===== src/rtl/otter_mem_pkg.sv =====
// Shared types for the OTTER instruction/data memory arbiter.
// Covers the FSM states, access sizes and the latched bus command.
package otter_mem_pkg;

  localparam int MAX_ADDR_W = 32;

  typedef enum logic [1:0] {
    IDLE  = 2'd0,
    DBUSY = 2'd1,
    IBUSY = 2'd2,
    RESP  = 2'd3
  } arb_state_t;

  typedef enum logic [1:0] {
    BYTE = 2'b00,
    HALF = 2'b01,
    WORD = 2'b10
  } mem_size_t;

  typedef struct packed {
    logic                  we;
    logic [MAX_ADDR_W-1:0] addr;
    logic [31:0]           wdata;
    mem_size_t             size;
    logic                  sign;
  } bus_cmd_t;

  // Instruction fetches are always unsigned full-word reads.
  function automatic bus_cmd_t fetch_cmd(input logic [MAX_ADDR_W-1:0] addr);
    bus_cmd_t c;
    c.we    = 1'b0;
    c.addr  = addr;
    c.wdata = '0;
    c.size  = WORD;
    c.sign  = 1'b0;
    return c;
  endfunction

endpackage


===== src/rtl/arb_watchdog.sv =====
// Busy-cycle counter that flags a bus transaction which never acknowledges.
// A TIMEOUT_CYCLES of 0 removes the counter and never expires.
module arb_watchdog #(
  parameter int TIMEOUT_CYCLES = 255
) (
  input  logic CLK,
  input  logic RESET_N,
  input  logic clear,
  input  logic enable,
  output logic expired
);

  generate
    if (TIMEOUT_CYCLES == 0) begin : g_off
      assign expired = 1'b0;
    end else begin : g_on
      localparam int CNT_W = $clog2(TIMEOUT_CYCLES + 1);
      logic [CNT_W-1:0] cnt;

      always_ff @(posedge CLK) begin
        if (!RESET_N) begin
          cnt <= '0;
        end else if (clear) begin
          cnt <= '0;
        end else if (enable) begin
          cnt <= cnt + CNT_W'(1);
        end
      end

      // Fires in the busy cycle whose edge brings the count to TIMEOUT_CYCLES.
      assign expired = enable && (cnt == CNT_W'(TIMEOUT_CYCLES - 1));
    end
  endgenerate

endmodule


===== src/rtl/otter_mem_arbiter.sv =====
// Serialises OTTER fetch and MEM-stage data requests onto one variable-latency
// bus, with data priority, flush-cancelled fetches and a hang watchdog.
module otter_mem_arbiter
  import otter_mem_pkg::*;
#(
  parameter int TIMEOUT_CYCLES = 255,
  parameter int ADDR_W         = 32
) (
  input  logic              CLK,
  input  logic              RESET_N,
  input  logic              if_req,
  input  logic [ADDR_W-1:0] if_addr,
  input  logic              if_flush,
  output logic              if_valid,
  output logic [31:0]       if_rdata,
  output logic              if_stall,
  input  logic              d_req,
  input  logic              d_we,
  input  logic [ADDR_W-1:0] d_addr,
  input  logic [31:0]       d_wdata,
  input  logic [1:0]        d_size,
  input  logic              d_sign,
  output logic              d_valid,
  output logic [31:0]       d_rdata,
  output logic              d_stall,
  output logic              m_req,
  output logic              m_we,
  output logic [ADDR_W-1:0] m_addr,
  output logic [31:0]       m_wdata,
  output logic [1:0]        m_size,
  output logic              m_sign,
  input  logic              m_ack,
  input  logic [31:0]       m_rdata,
  output logic              err
);

  arb_state_t  state;
  bus_cmd_t    cmd_q;
  logic        m_req_q;
  logic        drop_q;
  logic        if_vld_q;
  logic        d_vld_q;
  logic [31:0] if_rdata_q;
  logic [31:0] d_rdata_q;
  logic        err_q;
  logic        busy;
  logic        wd_expired;
  logic [31:0] resp_word;

  assign busy = (state == DBUSY) || (state == IBUSY);

  arb_watchdog #(
    .TIMEOUT_CYCLES(TIMEOUT_CYCLES)
  ) u_watchdog (
    .CLK    (CLK),
    .RESET_N(RESET_N),
    .clear  (!busy),
    .enable (busy),
    .expired(wd_expired)
  );

  // Stores and timed-out accesses return zero rather than stale bus data.
  assign resp_word = (m_ack && !cmd_q.we) ? m_rdata : 32'h0;

  always_ff @(posedge CLK) begin
    if (!RESET_N) begin
      state      <= IDLE;
      cmd_q      <= '0;
      m_req_q    <= 1'b0;
      drop_q     <= 1'b0;
      if_vld_q   <= 1'b0;
      d_vld_q    <= 1'b0;
      if_rdata_q <= '0;
      d_rdata_q  <= '0;
      err_q      <= 1'b0;
    end else begin
      case (state)
        IDLE: begin
          if (d_req) begin
            cmd_q.we    <= d_we;
            cmd_q.addr  <= MAX_ADDR_W'(d_addr);
            cmd_q.wdata <= d_wdata;
            cmd_q.size  <= mem_size_t'(d_size);
            cmd_q.sign  <= d_sign;
            m_req_q     <= 1'b1;
            state       <= DBUSY;
          end else if (if_req && !if_flush) begin
            cmd_q   <= fetch_cmd(MAX_ADDR_W'(if_addr));
            m_req_q <= 1'b1;
            drop_q  <= 1'b0;
            state   <= IBUSY;
          end
        end

        DBUSY, IBUSY: begin
          if (state == IBUSY && if_flush) begin
            drop_q <= 1'b1;
          end
          // An acknowledge in the expiry cycle still completes normally.
          if (m_ack || wd_expired) begin
            m_req_q <= 1'b0;
            state   <= RESP;
            if (!m_ack) begin
              err_q <= 1'b1;
            end
            if (state == DBUSY) begin
              d_vld_q   <= 1'b1;
              d_rdata_q <= resp_word;
            end else begin
              if_vld_q   <= !(drop_q || if_flush);
              if_rdata_q <= resp_word;
            end
          end
        end

        RESP: begin
          d_vld_q  <= 1'b0;
          if_vld_q <= 1'b0;
          drop_q   <= 1'b0;
          state    <= IDLE;
        end

        default: state <= IDLE;
      endcase
    end
  end

  assign if_valid = if_vld_q && !if_flush;
  assign if_rdata = if_rdata_q;
  assign if_stall = if_req && !if_valid;
  assign d_valid  = d_vld_q;
  assign d_rdata  = d_rdata_q;
  assign d_stall  = d_req && !d_valid;
  assign m_req    = m_req_q;
  assign m_we     = cmd_q.we;
  assign m_addr   = cmd_q.addr[ADDR_W-1:0];
  assign m_wdata  = cmd_q.wdata;
  assign m_size   = cmd_q.size;
  assign m_sign   = cmd_q.sign;
  assign err      = err_q;

endmodule


===== config.mk =====
export PLATFORM = sky130hd
export DESIGN_NAME = otter_mem_arbiter
export DESIGN_NICKNAME = d
export VERILOG_FILES = /design/src/rtl/otter_mem_pkg.sv /design/src/rtl/arb_watchdog.sv /design/src/rtl/otter_mem_arbiter.sv
export SDC_FILE = /design/constraint.sdc
export NUM_CORES = 1
export LEC_CHECK = 0
export ABC_AREA = 1
export BUFFER_PORTS_ARGS = -buffer_cell sky130_fd_sc_hd__buf_2
export CORE_ASPECT_RATIO = 1.1
export CORE_MARGIN = 3
export CORE_UTILIZATION = 47
export DETAILED_ROUTE_END_ITERATION = 8
export PLACE_DENSITY = 0.83
export SLEW_MARGIN = 10
export SYNTH_ARGS = -nofsm -noshare
export SYNTH_HDL_FRONTEND = slang
export SYNTH_SLANG_ARGS = --single-unit

===== constraint.sdc =====
create_clock -name CLK -period 1.99 [get_ports CLK]
set_input_delay 0 -clock CLK [delete_from_list [all_inputs] [get_ports CLK]]
set_output_delay 0 -clock CLK [all_outputs]
set_load 0.02 [all_outputs]

---- After elaboration in Yosys (flattened, before gate mapping) ----
Cells that the tools add are included.
storage, ports and cells
  bits in registers ....................... 147
  input bits .............................. 138
  output and inout bits ................... 138
  word-level logic and storage cells ...... 79
operators by class
  reductions and logical operators ........ 30
  $add $sub $neg .......................... 1
  equal/unequal tests ..................... 11
  muxes and demuxes ....................... 21
  bitwise operators ....................... 2
operator list
  kind                                            number
  two-way mux 68 bit                              2
  two-way mux 32 bit                              1
  AND reduction 3 bit                             7
  != test 2 bit (second input constant)           6
  two-way mux 1 bit                               10
  adder 8 x 1 -> 8 bit (second input constant)    1
  == test 8 bit (second input constant)           1
  logical AND 1 bit                               7
  two-way mux 2 bit                               3
  one-hot mux 1 bit (2 select lines)              3
  one-hot mux 2 bit (3 select lines)              1
  AND reduction 2 bit                             3
  nonzero test 2 bit                              3
  logical NOT 1 bit                               5
  == test 2 bit (second input constant)           2
  logical OR 1 bit                                3
  != test 3 bit (second input constant)           1
  one-hot mux 1 bit (3 select lines)              1
  == test 2 x 1 -> 1 bit (second input constant)  1
  logical NOT 2 bit                               1
  inverter 1 bit                                  2
  OR reduction 2 bit                              1

---- Longest topological paths before layout ----
  depth after elaboration ................. 6
  depth in mapped cells ................... 11
  depth with buffers taken out ............ 9

---- Cells and area by module ----
From an unflattened synthesis, not the netlist that was laid out.
unflattened totals
  cells, all modules ...................... 873
  area, all modules ....................... 6087.1 um^2
modules (own cells, without submodules)
  module             cells an instance  times used  area each (um^2)  sequential area each (um^2)
  otter_mem_arbiter  820                1           5708.0            2782.7
  arb_watchdog       53                 1           379.1             160.2

---- Worst setup path after synthesis ----
No wires, ideal clock.
  kind .................................... register to register
  from .................................... reg state[0]
  to ...................................... reg d_rdata_q[10] (netlist: d_rdata[10])
  path buffers ............................ 2
  setup time .............................. 132 ps
  data arrival time ....................... 1539 ps
  required time ........................... 1858 ps
  cell stages (with the launch flop) ...... 12
  period minus slack after synthesis ...... 1671 ps
  path slack .............................. 319 ps
  cell sequence ........................... dfxtp_1 -> inv_1 -> ha_1 -> nand2_1 -> nor2_1 -> nand2_1 -> nand2_2 -> buf_6 -> nand2_4 -> buf_6 -> nand2_1 -> a21oi_1
between the ends
  cells in the longest elaborated chain, start to end .. 5
  elaborated cells on any way between the ends .. 7
  classes of those cells .................. 2 x eq/ne; 5 x reduce/logical
RTL lines
  what                                                     RTL line                  source
  start, declared                                          otter_mem_arbiter.sv:37   arb_state_t state;
  start signal, assigned                                   otter_mem_arbiter.sv:67   state <= IDLE;
  start signal, assigned                                   otter_mem_arbiter.sv:86   state <= DBUSY;
  start signal, assigned                                   otter_mem_arbiter.sv:91   state <= IBUSY;
  == test 2 x 1 -> 1 bit or == test 2 bit (tied branches)  otter_mem_arbiter.sv:50   assign busy = (state == DBUSY) || (state == IBUSY);
  logical OR 1 bit *                                       otter_mem_arbiter.sv:50
  named net busy                                           otter_mem_arbiter.sv:46   logic busy;
  logical AND 1 bit *                                      arb_watchdog.sv:31        assign expired = enable && (cnt == CNT_W'(TIMEOUT_CYCLES - 1));
  logical OR 1 bit *                                       otter_mem_arbiter.sv:100  if (m_ack || wd_expired) begin
  AND reduction 3 bit (no line) *                          --
  end signal, assigned                                     otter_mem_arbiter.sv:108  d_rdata_q <= resp_word;
  end, declared                                            otter_mem_arbiter.sv:44   logic [31:0] d_rdata_q;
Mark *: on every way through the listed nets, which the timed path passes. The rest lies on a longest branch.
A chain may end at the register's enable or synchronous reset.

---- Worst setup path in the final report ----
  from .................................... reg state[1]
  to ...................................... reg d_rdata_q[7] (netlist: d_rdata[7])
The elaborated chain is that of the path after synthesis.

==> run summary <==
Synth Register Bits - 147
Vias per cell - 5.57
Critical R2R Launch - state[1]
Setup_tns - 0 ns
Final hold violations - 0
Fin crit share - 90.8%
Worst-margin pin slew - 0.515 ns
Clock-pin slew on the worst setup and hold paths - 0.06 ns
Worst R2R Setup Slack - 0.18 ns
Synthesized area per cell - 7.32 um2
Worst Hold Path EP - state[1]
Row count - 43
Fin cells - 1407
Crit start category - register
Drt drc - 0
Setup Skew - 0.00716 ns
Initial DRC Count - 900
GRT Total Usage - 32.9%
Number of flops mapped to enable cells by yosys - 0
# H-tree levels - 4
CTS Buffer Depth - 2
Synth top cells by count - 223 x nand2_1, 147 x dfxtp_1, 111 x a21oi_1
Worst slew margin - 65.6%
Post-layout util - 75.5%
Half-perimeter wire length after detailed placement - 12700 um
Outcome - finished, final reports clean
Top post-synthesis cells by area - dfxtp_1 47%, nand2_1 13%, a21oi_1 8.9%
PortBufs - 275
Kind of critical path - reg2reg
Maximum VDD drop - 1050 uV
RSZ-0062 raised after global routing - false
CP Data Required Time - 2.34 ns
Worst-path cell chain - inv_1 -> ha_2 -> nand2_1 -> nor2_1 -> nand2_2 -> nand2_4 -> buf_4 -> nand3_1 -> a21oi_1
Initial antenna violation count - 1
Nets - 1380
Ports - 276
CP bufs+invs - 2
Placed cell count - 1237
Power per standard cell area - 1320 nW/um2
Routability cong. - 0.860
Die area - 14700 um2
Reg2reg path depth - 9
Synth area leader - dfxtp_1
Worst path max stage delay - 0.38 ns
Area grow syn2layout - 55.1%
Delay-heaviest family, CP - simple AND/OR/NAND/NOR gates
Wirelength, routed - 24700 um
Fillers - 828
Vias in the first global route - 7670
Crit path from - state[1]
First-pass GRT wire length - 38300 um
Top-count cell post-synth - nand2_1
Worst Hold Depth - 3
CTS Buf Count - 17
Final worst setup slack - 0.183 ns
Reg2reg end - d_rdata[7]
CTS tree - built
Clock period minus worst slack - 1.81 ns
Post-route ant nets - 0
Skew-Pair Late Insertion Delay - 0.43 ns
Cell area after synthesis - 6230 um2
CP arrival - 2.16 ns
MaxCap Viol Count - 0
Gr ovfl total - 0
Top-area cell type share of the netlist area - 47.2%
Ys flop type - dfxtp_1
Highest clock rate - 554 MHz
Cell count along the critical path - 9
Die Width - 116 um
Syn_nets - 997
Synth async-reset ratio - 0%
Max Fanout on Critical Path - 12
Number of distinct library cells after synthesis - 24
Final slew viol count - 0
Cells after Synth - 852
Worst Hold Class - in2reg
Root buffer cell - clkbuf_16
Share of cells above drive strength 1 - 27.1%
Synth warn - 0
Pre-antenna DRT Iters - 7
Post-synthesis sequential area ratio - 47.2%
Hold_sp - RESET_N
LEAKAGE - 4.63 nW
Endpoint class of the critical path - register
Largest net degree at the start of global routing - 67
Die height - 127 um
Vias post-DR - 7840
# clock sinks - 147
Slowest CP cell - ha_2
Drt wl/cell - 17.5 um
Initial Utilization - 48.7%
# setup viols final - 0
Pre-CTS setup slack - 0.0583 ns
CORE AREA - 12800 um2
-- cells by family (layout without fill, tap and decap cells) --
| logic type | Yosys count | count (layout) | share of synthesized area, % |
|---|---|---|---|
| compound gates | 185 | 185 | 15.7 |
| fa+ha+maj | 7 | 7 | 1.40 |
| buf+inv | 105 | 500 | 8.73 |
| flops | 147 | 147 | 47.2 |
| other cells | 0 | 2 | 0 |
| simple gates | 408 | 409 | 27.0 |
-- stage by stage --
step | power (W) | hold slack (ns) | cell area, um2
2_1_floorplan | 0.00738 | 0.0868 | 6230
3_3_place_gp | 0.00871 | 0.261 | 7640
3_5_place_dp | 0.00877 | 0.264 | 7640
4_1_cts | 0.0125 | 0.0220 | 9630
5_1_grt | 0.0134 | 0.0485 | 9660
6_report | 0.0128 | 0.0156 | 9670
-- layer usage --
metal  global-route usage, %  vias up  part of all wire (%)
li1                        -     3587                     -
met1                    36.6     3505                    35
met2                    53.5      597                    48
met3                    9.83      151                    10
met4                    22.5        0                   7.0
met5                       0        -                     0
-- what timing repair did --
action	4_1_cts	5_1_grt
gates resized for setup	0	6
endpoints found under the hold margin	129	0
setup endpoints to repair	0	111
hold buffers	134	0
setup buffers	0	1
-- cell type report --
| cell class | instances | area [um2] | share of cell area, % |
|---|---|---|---|
| inverter | 36 | 139 | 1.44 |
| timing repair buffer | 432 | 2960 | 30.6 |
| clock inverter | 8 | 146 | 1.51 |
| multi-input combinational | 601 | 2770 | 28.7 |
| clock buffer | 24 | 502 | 5.19 |
| tap | 157 | 196 | 2.03 |
| antenna | 2 | 5.00 | 0.0518 |
| sequential | 147 | 2940 | 30.5 |
-- worst register-to-register path, cell delays in order (launching register included) --
cell and delay (ns):
dfxtp_2 0.35, inv_1 0.08, ha_2 0.38, nand2_1 0.06, nor2_1 0.11, nand2_2 0.10
nand2_4 0.15, buf_4 0.20, nand3_1 0.12, a21oi_1 0.18
-- power breakdown --
group | internal [W] | switching [W] | leakage (nW) | total, W
Combinational | 0.00179 | 0.00340 | 3.11 | 0.00520
Sequential | 0.00366 | 0.000406 | 1.20 | 0.00406
Clock | 0.00227 | 0.00125 | 0.316 | 0.00352
Total | 0.00771 | 0.00506 | 4.63 | 0.0128
-- registers in the layout, summed over array words and instances, names as in the netlist --
name                 cells
err                      1
d_rdata                 32
m_sign                   1
d_valid                  1
state                    2
m_req                    1
if_rdata                32
u_watchdog.g_on.cnt      8
m_size                   2
m_addr                  32
m_we                     1
drop_q                   1
if_vld_q                 1
m_wdata                 32
-- how the worst max path moves through the flow --
stage                   to
6_report        d_rdata[7]
3_5_place_dp   d_rdata[20]
4_1_cts        d_rdata[12]
5_1_grt         d_rdata[4]
3_3_place_gp   d_rdata[10]
2_1_floorplan  d_rdata[10]
-- cell usage in the layout (no fill, tap or decap), drive strengths merged, types with 7 or more instances in the layout --
cell type	instances
a21oi	111
a31oi	32
buf	298
clkbuf	24
dfxtp	147
dlygate4sd3	134
ha	7
inv	33
nand2	226
nand3	109
nor2	73
o21ai	38
No activity file was read; power rests on OpenSTA's default activity.
